--- config.mk ---
export PLATFORM = sky130hd
export DESIGN_NAME = hex_scan_controller_flat
export DESIGN_NICKNAME = d
export VERILOG_FILES = /design/src/rtl/hex_scan_controller_pkg.sv /design/src/rtl/hex_scan_controller_if.sv /design/src/rtl/hex_decoder.sv /design/src/rtl/hex_scan_controller.sv /design/src/flat_wrapper.sv
export SDC_FILE = /design/constraint.sdc
export NUM_CORES = 1
export LEC_CHECK = 0
export CORE_MARGIN = 1
export CORE_UTILIZATION = 40
export DETAILED_ROUTE_END_ITERATION = 10
export GPL_ROUTABILITY_DRIVEN = 0
export PLACE_DENSITY = 0.76
export SLEW_MARGIN = 5
export SYNTH_ARGS = -nofsm -noshare
export SYNTH_HDL_FRONTEND = slang
export SYNTH_SLANG_ARGS = --single-unit
--- constraint.sdc ---
create_clock -name clk -period 3 [get_ports clk]
set_clock_uncertainty 0.15 [all_clocks]
set_input_delay 0.75 -clock clk [delete_from_list [all_inputs] [get_ports clk]]
set_output_delay 0.75 -clock clk [all_outputs]
set_load 0.005 [all_outputs]
--- src/rtl/hex_scan_controller_pkg.sv ---
// Shared widths, FSM state type and active-low seven-segment patterns.
// Segment bit0 = a .. bit6 = g; a 0 lights the segment.
package hex_pkg;
    localparam int NIB_W = 4;
    localparam int SEG_W = 7;
    localparam logic [SEG_W-1:0] SEG_BLANK = 7'h7F;

    typedef enum logic {IDLE, SCAN} hex_scan_state_t;

    localparam logic [SEG_W-1:0] SEG_0 = 7'h40;
    localparam logic [SEG_W-1:0] SEG_1 = 7'h79;
    localparam logic [SEG_W-1:0] SEG_2 = 7'h24;
    localparam logic [SEG_W-1:0] SEG_3 = 7'h30;
    localparam logic [SEG_W-1:0] SEG_4 = 7'h19;
    localparam logic [SEG_W-1:0] SEG_5 = 7'h12;
    localparam logic [SEG_W-1:0] SEG_6 = 7'h02;
    localparam logic [SEG_W-1:0] SEG_7 = 7'h78;
    localparam logic [SEG_W-1:0] SEG_8 = 7'h00;
    localparam logic [SEG_W-1:0] SEG_9 = 7'h10;
    localparam logic [SEG_W-1:0] SEG_A = 7'h08;
    localparam logic [SEG_W-1:0] SEG_B = 7'h03;
    localparam logic [SEG_W-1:0] SEG_C = 7'h46;
    localparam logic [SEG_W-1:0] SEG_D = 7'h21;
    localparam logic [SEG_W-1:0] SEG_E = 7'h06;
    localparam logic [SEG_W-1:0] SEG_F = 7'h0E;
endpackage

--- src/rtl/hex_scan_controller_if.sv ---
// Load/status/display bundle between the datapath, the scan controller and the HEX pins.
interface hex_scan_controller_if
    import hex_pkg::*;
#(
    parameter int NUM_DIGITS = 6
);
    logic                                  load;
    logic [NUM_DIGITS-1:0][NIB_W-1:0]      value;
    logic                                  busy;
    logic                                  done;
    logic [NUM_DIGITS-1:0][SEG_W-1:0]      hex_out;

    modport master (output load, output value, input busy, input done, input hex_out);
    modport slave  (input load, input value, output busy, output done, output hex_out);
endinterface

--- src/rtl/hex_decoder.sv ---
// Team hex-to-seven-segment decoder: nibble MSB at port index 0, active-low segments.
module hex_decoder
    import hex_pkg::*;
(
    input  logic [0:NIB_W-1] i_nib,
    output logic [SEG_W-1:0] o_seg
);
    always_comb begin
        o_seg = SEG_BLANK;
        case (i_nib)
            4'h0: o_seg = SEG_0;
            4'h1: o_seg = SEG_1;
            4'h2: o_seg = SEG_2;
            4'h3: o_seg = SEG_3;
            4'h4: o_seg = SEG_4;
            4'h5: o_seg = SEG_5;
            4'h6: o_seg = SEG_6;
            4'h7: o_seg = SEG_7;
            4'h8: o_seg = SEG_8;
            4'h9: o_seg = SEG_9;
            4'hA: o_seg = SEG_A;
            4'hB: o_seg = SEG_B;
            4'hC: o_seg = SEG_C;
            4'hD: o_seg = SEG_D;
            4'hE: o_seg = SEG_E;
            4'hF: o_seg = SEG_F;
            default: o_seg = SEG_BLANK;
        endcase
    end
endmodule

--- src/rtl/hex_scan_controller.sv ---
// Shares one hex_decoder across NUM_DIGITS displays: captures a value on load,
// then decodes one nibble per cycle MSD first into held per-digit registers.
module hex_scan_controller
    import hex_pkg::*;
#(
    parameter int NUM_DIGITS    = 6,
    parameter int BLANK_LEADING = 0
) (
    input  logic                  clk,
    input  logic                  reset,
    hex_scan_controller_if.slave  bus
);
    localparam int IDX_W = (NUM_DIGITS > 1) ? $clog2(NUM_DIGITS) : 1;

    hex_scan_state_t                    r_state, w_state_nxt;
    logic [IDX_W-1:0]                   r_idx;
    logic [NUM_DIGITS-1:0][NIB_W-1:0]   r_shadow;
    logic                               r_seen_nz;
    logic                               r_done;
    logic [NUM_DIGITS-1:0][SEG_W-1:0]   r_hex;

    logic [NIB_W-1:0]                   w_nib;
    logic [SEG_W-1:0]                   w_seg;
    logic                               w_last;
    logic                               w_blank;

    assign w_nib   = r_shadow[r_idx];
    assign w_last  = (r_idx == '0);
    // Digit 0 always shows, so a zero value still reads "0".
    assign w_blank = (BLANK_LEADING != 0) && (w_nib == '0) && !r_seen_nz && !w_last;

    hex_decoder u_dec (
        .i_nib (w_nib),
        .o_seg (w_seg)
    );

    always_ff @(posedge clk) begin
        if (reset) r_state <= IDLE;
        else       r_state <= w_state_nxt;
    end

    always_comb begin
        w_state_nxt = r_state;
        case (r_state)
            IDLE:    if (bus.load) w_state_nxt = SCAN;
            SCAN:    if (w_last)   w_state_nxt = IDLE;
            default: w_state_nxt = IDLE;
        endcase
    end

    always_ff @(posedge clk) begin
        if (reset) begin
            r_idx     <= '0;
            r_shadow  <= '0;
            r_seen_nz <= 1'b0;
            r_done    <= 1'b0;
            r_hex     <= {NUM_DIGITS{SEG_BLANK}};
        end else begin
            r_done <= 1'b0;
            case (r_state)
                IDLE: begin
                    if (bus.load) begin
                        r_shadow  <= bus.value;
                        r_idx     <= IDX_W'(NUM_DIGITS - 1);
                        r_seen_nz <= 1'b0;
                    end
                end
                SCAN: begin
                    r_hex[r_idx] <= w_blank ? SEG_BLANK : w_seg;
                    r_seen_nz    <= r_seen_nz | (w_nib != '0);
                    // Leaving SCAN on digit 0 keeps idx from wrapping.
                    if (w_last) r_done <= 1'b1;
                    else        r_idx  <= r_idx - IDX_W'(1);
                end
                default: ;
            endcase
        end
    end

    assign bus.busy    = (r_state == SCAN);
    assign bus.done    = r_done;
    assign bus.hex_out = r_hex;
endmodule
--- src/flat_wrapper.sv ---
// flat-port wrapper written by rule: the top's interface ports become plain ports
module hex_scan_controller_flat import hex_pkg::*;
#(
    parameter int NUM_DIGITS    = 6,
    parameter int BLANK_LEADING = 0
)
  (clk, reset, bus_load, bus_value, bus_busy, bus_done, bus_hex_out);
  hex_scan_controller_if #(.NUM_DIGITS(NUM_DIGITS)) bus_i ();
  input  logic clk;
  input  logic reset;
  input wire logic [$bits(bus_i.load)-1:0] bus_load;
  input wire logic [$bits(bus_i.value)-1:0] bus_value;
  output wire logic [$bits(bus_i.busy)-1:0] bus_busy;
  output wire logic [$bits(bus_i.done)-1:0] bus_done;
  output wire logic [$bits(bus_i.hex_out)-1:0] bus_hex_out;
  assign bus_i.load = bus_load;
  assign bus_i.value = bus_value;
  assign bus_busy = bus_i.busy;
  assign bus_done = bus_i.done;
  assign bus_hex_out = bus_i.hex_out;
  hex_scan_controller #(.NUM_DIGITS(NUM_DIGITS), .BLANK_LEADING(BLANK_LEADING)) u_core (.clk(clk), .reset(reset), .bus(bus_i));
endmodule
; Word-level counts from Yosys, hierarchy flattened
; Memory sizes are Yosys's and may differ from the RTL's.
; Cells that the tools add are included.
[classes]
n_addsub = 1
bitwise_logic = 1
eq_ne = 2
order_cmp = 2
n_reduce_logical = 5
mux = 12
[op_table]
columns = op, n
row1 = $bwmux W42, 1
row2 = $demux W7 S3, 1
row3 = $bmux W4 S3, 1
row4 = $mux W7, 1
row5 = $mux W3, 2
row6 = $pmux W3 S2, 1
row7 = $lt A3 B4 Y1 const B, 1
row8 = $mux W4, 1
row9 = $ne A2 B2 Y1 const B, 2
row10 = $reduce_and A2 Y1, 2
row11 = $ge A3 B1 Y1 const B, 1
row12 = $logic_not A3 Y1, 1
row13 = $mux W1, 3
row14 = $sub A3 B1 Y3 const B, 1
row15 = $pmux W1 S2, 1
row16 = $reduce_or A2 Y1, 1
row17 = $logic_and A1 B1 Y1, 1
row18 = $not A1 Y1, 1
[word_totals]
in_bits = 27
mem_bits_ro = 112
register_bits = 71
output_inout_bits = 44
mem_count = 1
word_cells = 39
[memory_table]
columns = name, words, width, read_ports, rd_clocked_by_memory_dff, write_ports, line
row1 = (no name shown), 16, 7, 1, 0, 0, hex_decoder.sv:10  ; case (i_nib)

; Longest topological paths before layout
[logic_depth]
ltp_word = 5
mapped_depth = 11
depth_no_buf = 9

; Cells and area by module
; Synthesis repeated with hierarchy kept, for this count alone.
[unflattened]
hier_cells = 347
area_unflattened_um2 = 3123.0
[by_module_without_submodules]
columns = module, area_each_um2, seq_area_each_um2, n_inst, cells_each
row1 = hex_scan_controller, 2856.5, 1421.4, 1, 312
row2 = hex_decoder, 266.5, 0.0, 1, 35

; Worst setup path before layout
; OpenSTA, ideal clock, no wires.
[synth_timing]
path_type = register to register
startpoint = register u_core.r_idx[0]
endpoint = register u_core.r_hex (netlist bit u_core.bus.hex_out[39])
path_stages_with_launch = 12
t_required_ns = 2.780
path_buffers = 3
setup_ns = 0.070
slack_ns = 0.292
arrival_ns = 2.488
cell_sequence = dfxtp_1 buf_6 buf_2 mux2i_1 nor2_1 nor3_1 inv_1 ha_1 or4_1 and3_1 buf_2 a21oi_1
[synth_between]
elab_chain_cells = 5
word_cells_on_any_way = 9
cone_classes = order compare (2) / mux (5) / reduce/logical (1) / memory (1)
[synth_rtl]
columns = element, line
row1 = from (decl), hex_scan_controller.sv:16  ; logic [IDX_W-1:0] r_idx;
row2 = from (signal assigned), hex_scan_controller.sv:64  ; r_idx <= IDX_W'(NUM_DIGITS - 1);
row3 = from (signal assigned), hex_scan_controller.sv:73  ; else r_idx <= r_idx - IDX_W'(1);
row4 = "parallel branches: the longest is 4 deep, another holds $mem_v2 Z16 W7", n/a
row5 = $bwmux W42 *, hex_scan_controller.sv:69  ; r_hex[r_idx] <= w_blank ? SEG_BLANK : w_seg;
row6 = to (signal assigned), hex_scan_controller.sv:57  ; r_hex <= {NUM_DIGITS{SEG_BLANK}};
row7 = "to (signal, indexed assignment)", hex_scan_controller.sv:69
row8 = to (decl), hex_scan_controller.sv:20  ; logic [NUM_DIGITS-1:0][SEG_W-1:0] r_hex;
; Every way passes the cells marked *. The select of a mux whose other input is x is not followed.
; A chain may end at the register's enable or synchronous reset.

; Final worst setup path
[layout_timing]
startpoint = register u_core.r_idx[0]
endpoint = register u_core.r_hex (netlist bit u_core.bus.hex_out[11])
; Same word-level chain as after synthesis.

==> qor.yml <==
hpwl_um: 5570
cpMaxStageDelayCell: "dfxtp_2"
io_pins: 71
startpoint_type: "flop"
crit_required_ns: 3.14
path_clk_slew_ns: 0.08
ir_drop_mv: 0.303
drc: 0
drt_iter0_markers: 155
dp.cells: 520
wl_met2_um: 3570
placementRows: 31
dr.max_layer_used: "met4"
crit_type: "flop to flop"
rsz0062_at_grt: "false"
synth_area_leader_cell: "dfxtp_1"
synth_compound_area_share_pct: 21.4
synth.distinct_cells: 39
grt_usage_pct: 20.7
drt_wl_total_um: 7740
grt_pass1_wl_um: 12600
crit_fanout: 16
synth_area_leaders: "dfxtp_1 (47%), a21oi_1 (7.6%), nand2_1 (7.5%), nor3_1 (5.4%), a31oi_1 (4.1%)"
reg2reg_slack_ns: 0.41
drive_gt1_share_pct: 8.24
synth_cells: 361
core_area_um2: 7290
fillers: 696
die_height_um: 89.2
yosys.area_share.simple_pct: 20.1
portBuffers: 70
path_buf_inv: 1
wl_met3_um: 482
syn_to_final_growth_pct: 33.7
yosysWarningCount: 0
p_leak_nw: 1.52
grt_max_degree: 30
wl_per_cell_um: 14.4
drv_cap: 0
synth_top_area_share_pct: 46.7
cp_cell_sequence: "mux2i_1 > nor2_1 > nor3_1 > inv_1 > ha_1 > or4_1 > and3_1 > a21oi_1"
p_per_area_nw_per_um2: 555
cts.sinks: 71
ctsHoldBuffers: 0
slew_viol_final: 0
min_period_ns: 2.59
grt_antenna_before_repair: 0
period_share_pct: 86.5
max_stage_delay_ns: 0.56
fmaxAchievable_mhz: 385
outcome: "finished, final reports clean"
setup_viol: 0
initial_core_util_pct: 41.7
grt_pass1_vias: 2664
power.total_mw: 2.26
setup_tns_ns: 0
n_antenna_cell: 0
synthArstFlopShare_pct: 0
clkLatencyLatePin_ns: 0.35
synthesis.nets: 396
synth_most_common_cell: "dfxtp_1"
synth_edf_count: 0
synth-seq-cells: 71
cp_top_family: "simple AND/OR/NAND/NOR gates"
clk_path_buf_depth: 2
htreeDepth: 3
synth.avg_cell_area_um2: 8.43
ys_seq_area_share_pct: 46.7
syn_area_um2: 3040
min_path_type: "flop to flop"
relSlewSlack_pct: 40.0
overflow: 0
vias: 2921
dieArea_um2: 7960
synthAdderAreaFrac_pct: 3.29
synth.area.mux_share_pct: 4.52
die_x_um: 89.2
worst_pin_slew_ns: 0.897
synthFlopType: "dfxtp_1"
arrival_ns: 2.73
m1WireLength_um: 3540
cts_tree: "built"
worstSetupEndpointType: "flop"
synth_top_family_by_area: "compound AO/OA/AOI/OAI gates"
first_pass_iters: 5
cts_root_buf: "clkbuf_8"
vias_per_cell: 5.45
synth_common_cells: "dfxtp_1 (71), nand2_1 (61), a21oi_1 (46)"
synth-xor-area-share_pct: 0
layout.cells.non_filler: 536
hold_viol_final: 0
detail-route-antenna-nets: 0
fin_nets: 467
cts_made_buffers: 9
layout by cell type, fill, tap and decap left out, types with 2 or more instances in the layout:
cell type / count
o311ai_0: 6
a21oi_1: 46
nor3_1: 33
o31a_1: 6
nand2_1: 61
a21o_1: 2
inv_1: 6
ha_1: 8
o21ai_1: 3
o211ai_1: 2
o22ai_1: 2
bufinv_16: 2
mux2i_1: 10
mux2_2: 2
nor2b_1: 4
or4_1: 2
a211oi_1: 2
o21ai_0: 7
a31oi_1: 20
buf_4: 11
nand2b_1: 5
nand3_1: 6
clkbuf_8: 9
clkinv_4: 2
clkinvlp_4: 2
clkdlybuf4s50_1: 69
dfxtp_1: 70
nor2_1: 24
worst reg2reg max path: cells and delay by family (launching register included):
family / cells / cell delay, ns
flops: 1 / 0.56
fa+ha+maj: 1 / 0.20
buf+inv: 1 / 0.12
mux: 1 / 0.26
compound gates: 1 / 0.16
simple gates: 4 / 1.07
final timing paths:
kind / startpoint / depth (start not counted) / to
max reg2reg: u_core.r_idx[0]$_SDFFE_PP0P_ / 8 / u_core.bus.hex_out[11]$_SDFFE_PP1P_
max: u_core.r_idx[0]$_SDFFE_PP0P_ / 8 / u_core.bus.hex_out[11]$_SDFFE_PP1P_
min: u_core.r_shadow[10]$_SDFFE_PP0P_ / 2 / u_core.r_shadow[10]$_SDFFE_PP0P_
min reg2reg: u_core.r_shadow[10]$_SDFFE_PP0P_ / 2 / u_core.r_shadow[10]$_SDFFE_PP0P_
through the flow:
step,hold slack [ns],util (%),setup WS (ns),area [um2]
after global routing,0.326,55.8,0.190,4070
after detailed placement,0.296,52.8,0.236,3850
final,0.303,55.8,0.406,4070
after floorplan,0.283,-,0.292,3040
after CTS,0.306,55.8,0.173,4070
after global placement,0.294,52.8,0.335,3850
registers in the layout (all words and copies together), names as in the netlist:
register / cells
u_core.bus.busy: 1
u_core.r_idx: 3
u_core.bus.hex_out: 42
u_core.bus.done: 1
u_core.r_shadow: 24
report_power, final:
group	internal (mW)	switching, mW	leakage (nW)	total (mW)
Sequential	0.989	0.0389	0.580	1.03
Clock	0.469	0.382	0.105	0.851
Combinational	0.171	0.209	0.830	0.380
layer usage:
metal | up-vias | GRT usage, %
li1 | 1433 | -
met1 | 1363 | 27.0
met2 | 111 | 33.0
met3 | 14 | 4.62
met4 | 0 | 9.09
met5 | - | 0
logic make-up (layout without fill, tap and decap cells):
kind of cell / after synthesis / count (layout)
multiplexers: 13 / 13
buffers and inverters: 27 / 103
AND/OR/NAND/NOR: 139 / 139
AO/OA/AOI/OAI: 103 / 103
adder cells (fa/ha/maj): 8 / 8
flip-flops: 71 / 71
area by class of cell:
class	count	area [um2]	share of cell area [%]
clock buffers	9	124	3.04
flip-flops and latches	71	1420	34.9
multi-input cells	263	1500	36.9
repair buffers	81	778	19.1
inverters	6	22.5	0.553
clock inverters	7	97.6	2.40
well taps	99	124	3.04
what timing repair did:
item                                    4_1_cts  5_1_grt
gates resized for setup                       0        1
endpoints found under the setup margin        0       14
buffers inserted                              0        0
Power figures use the tool's default switching activity.
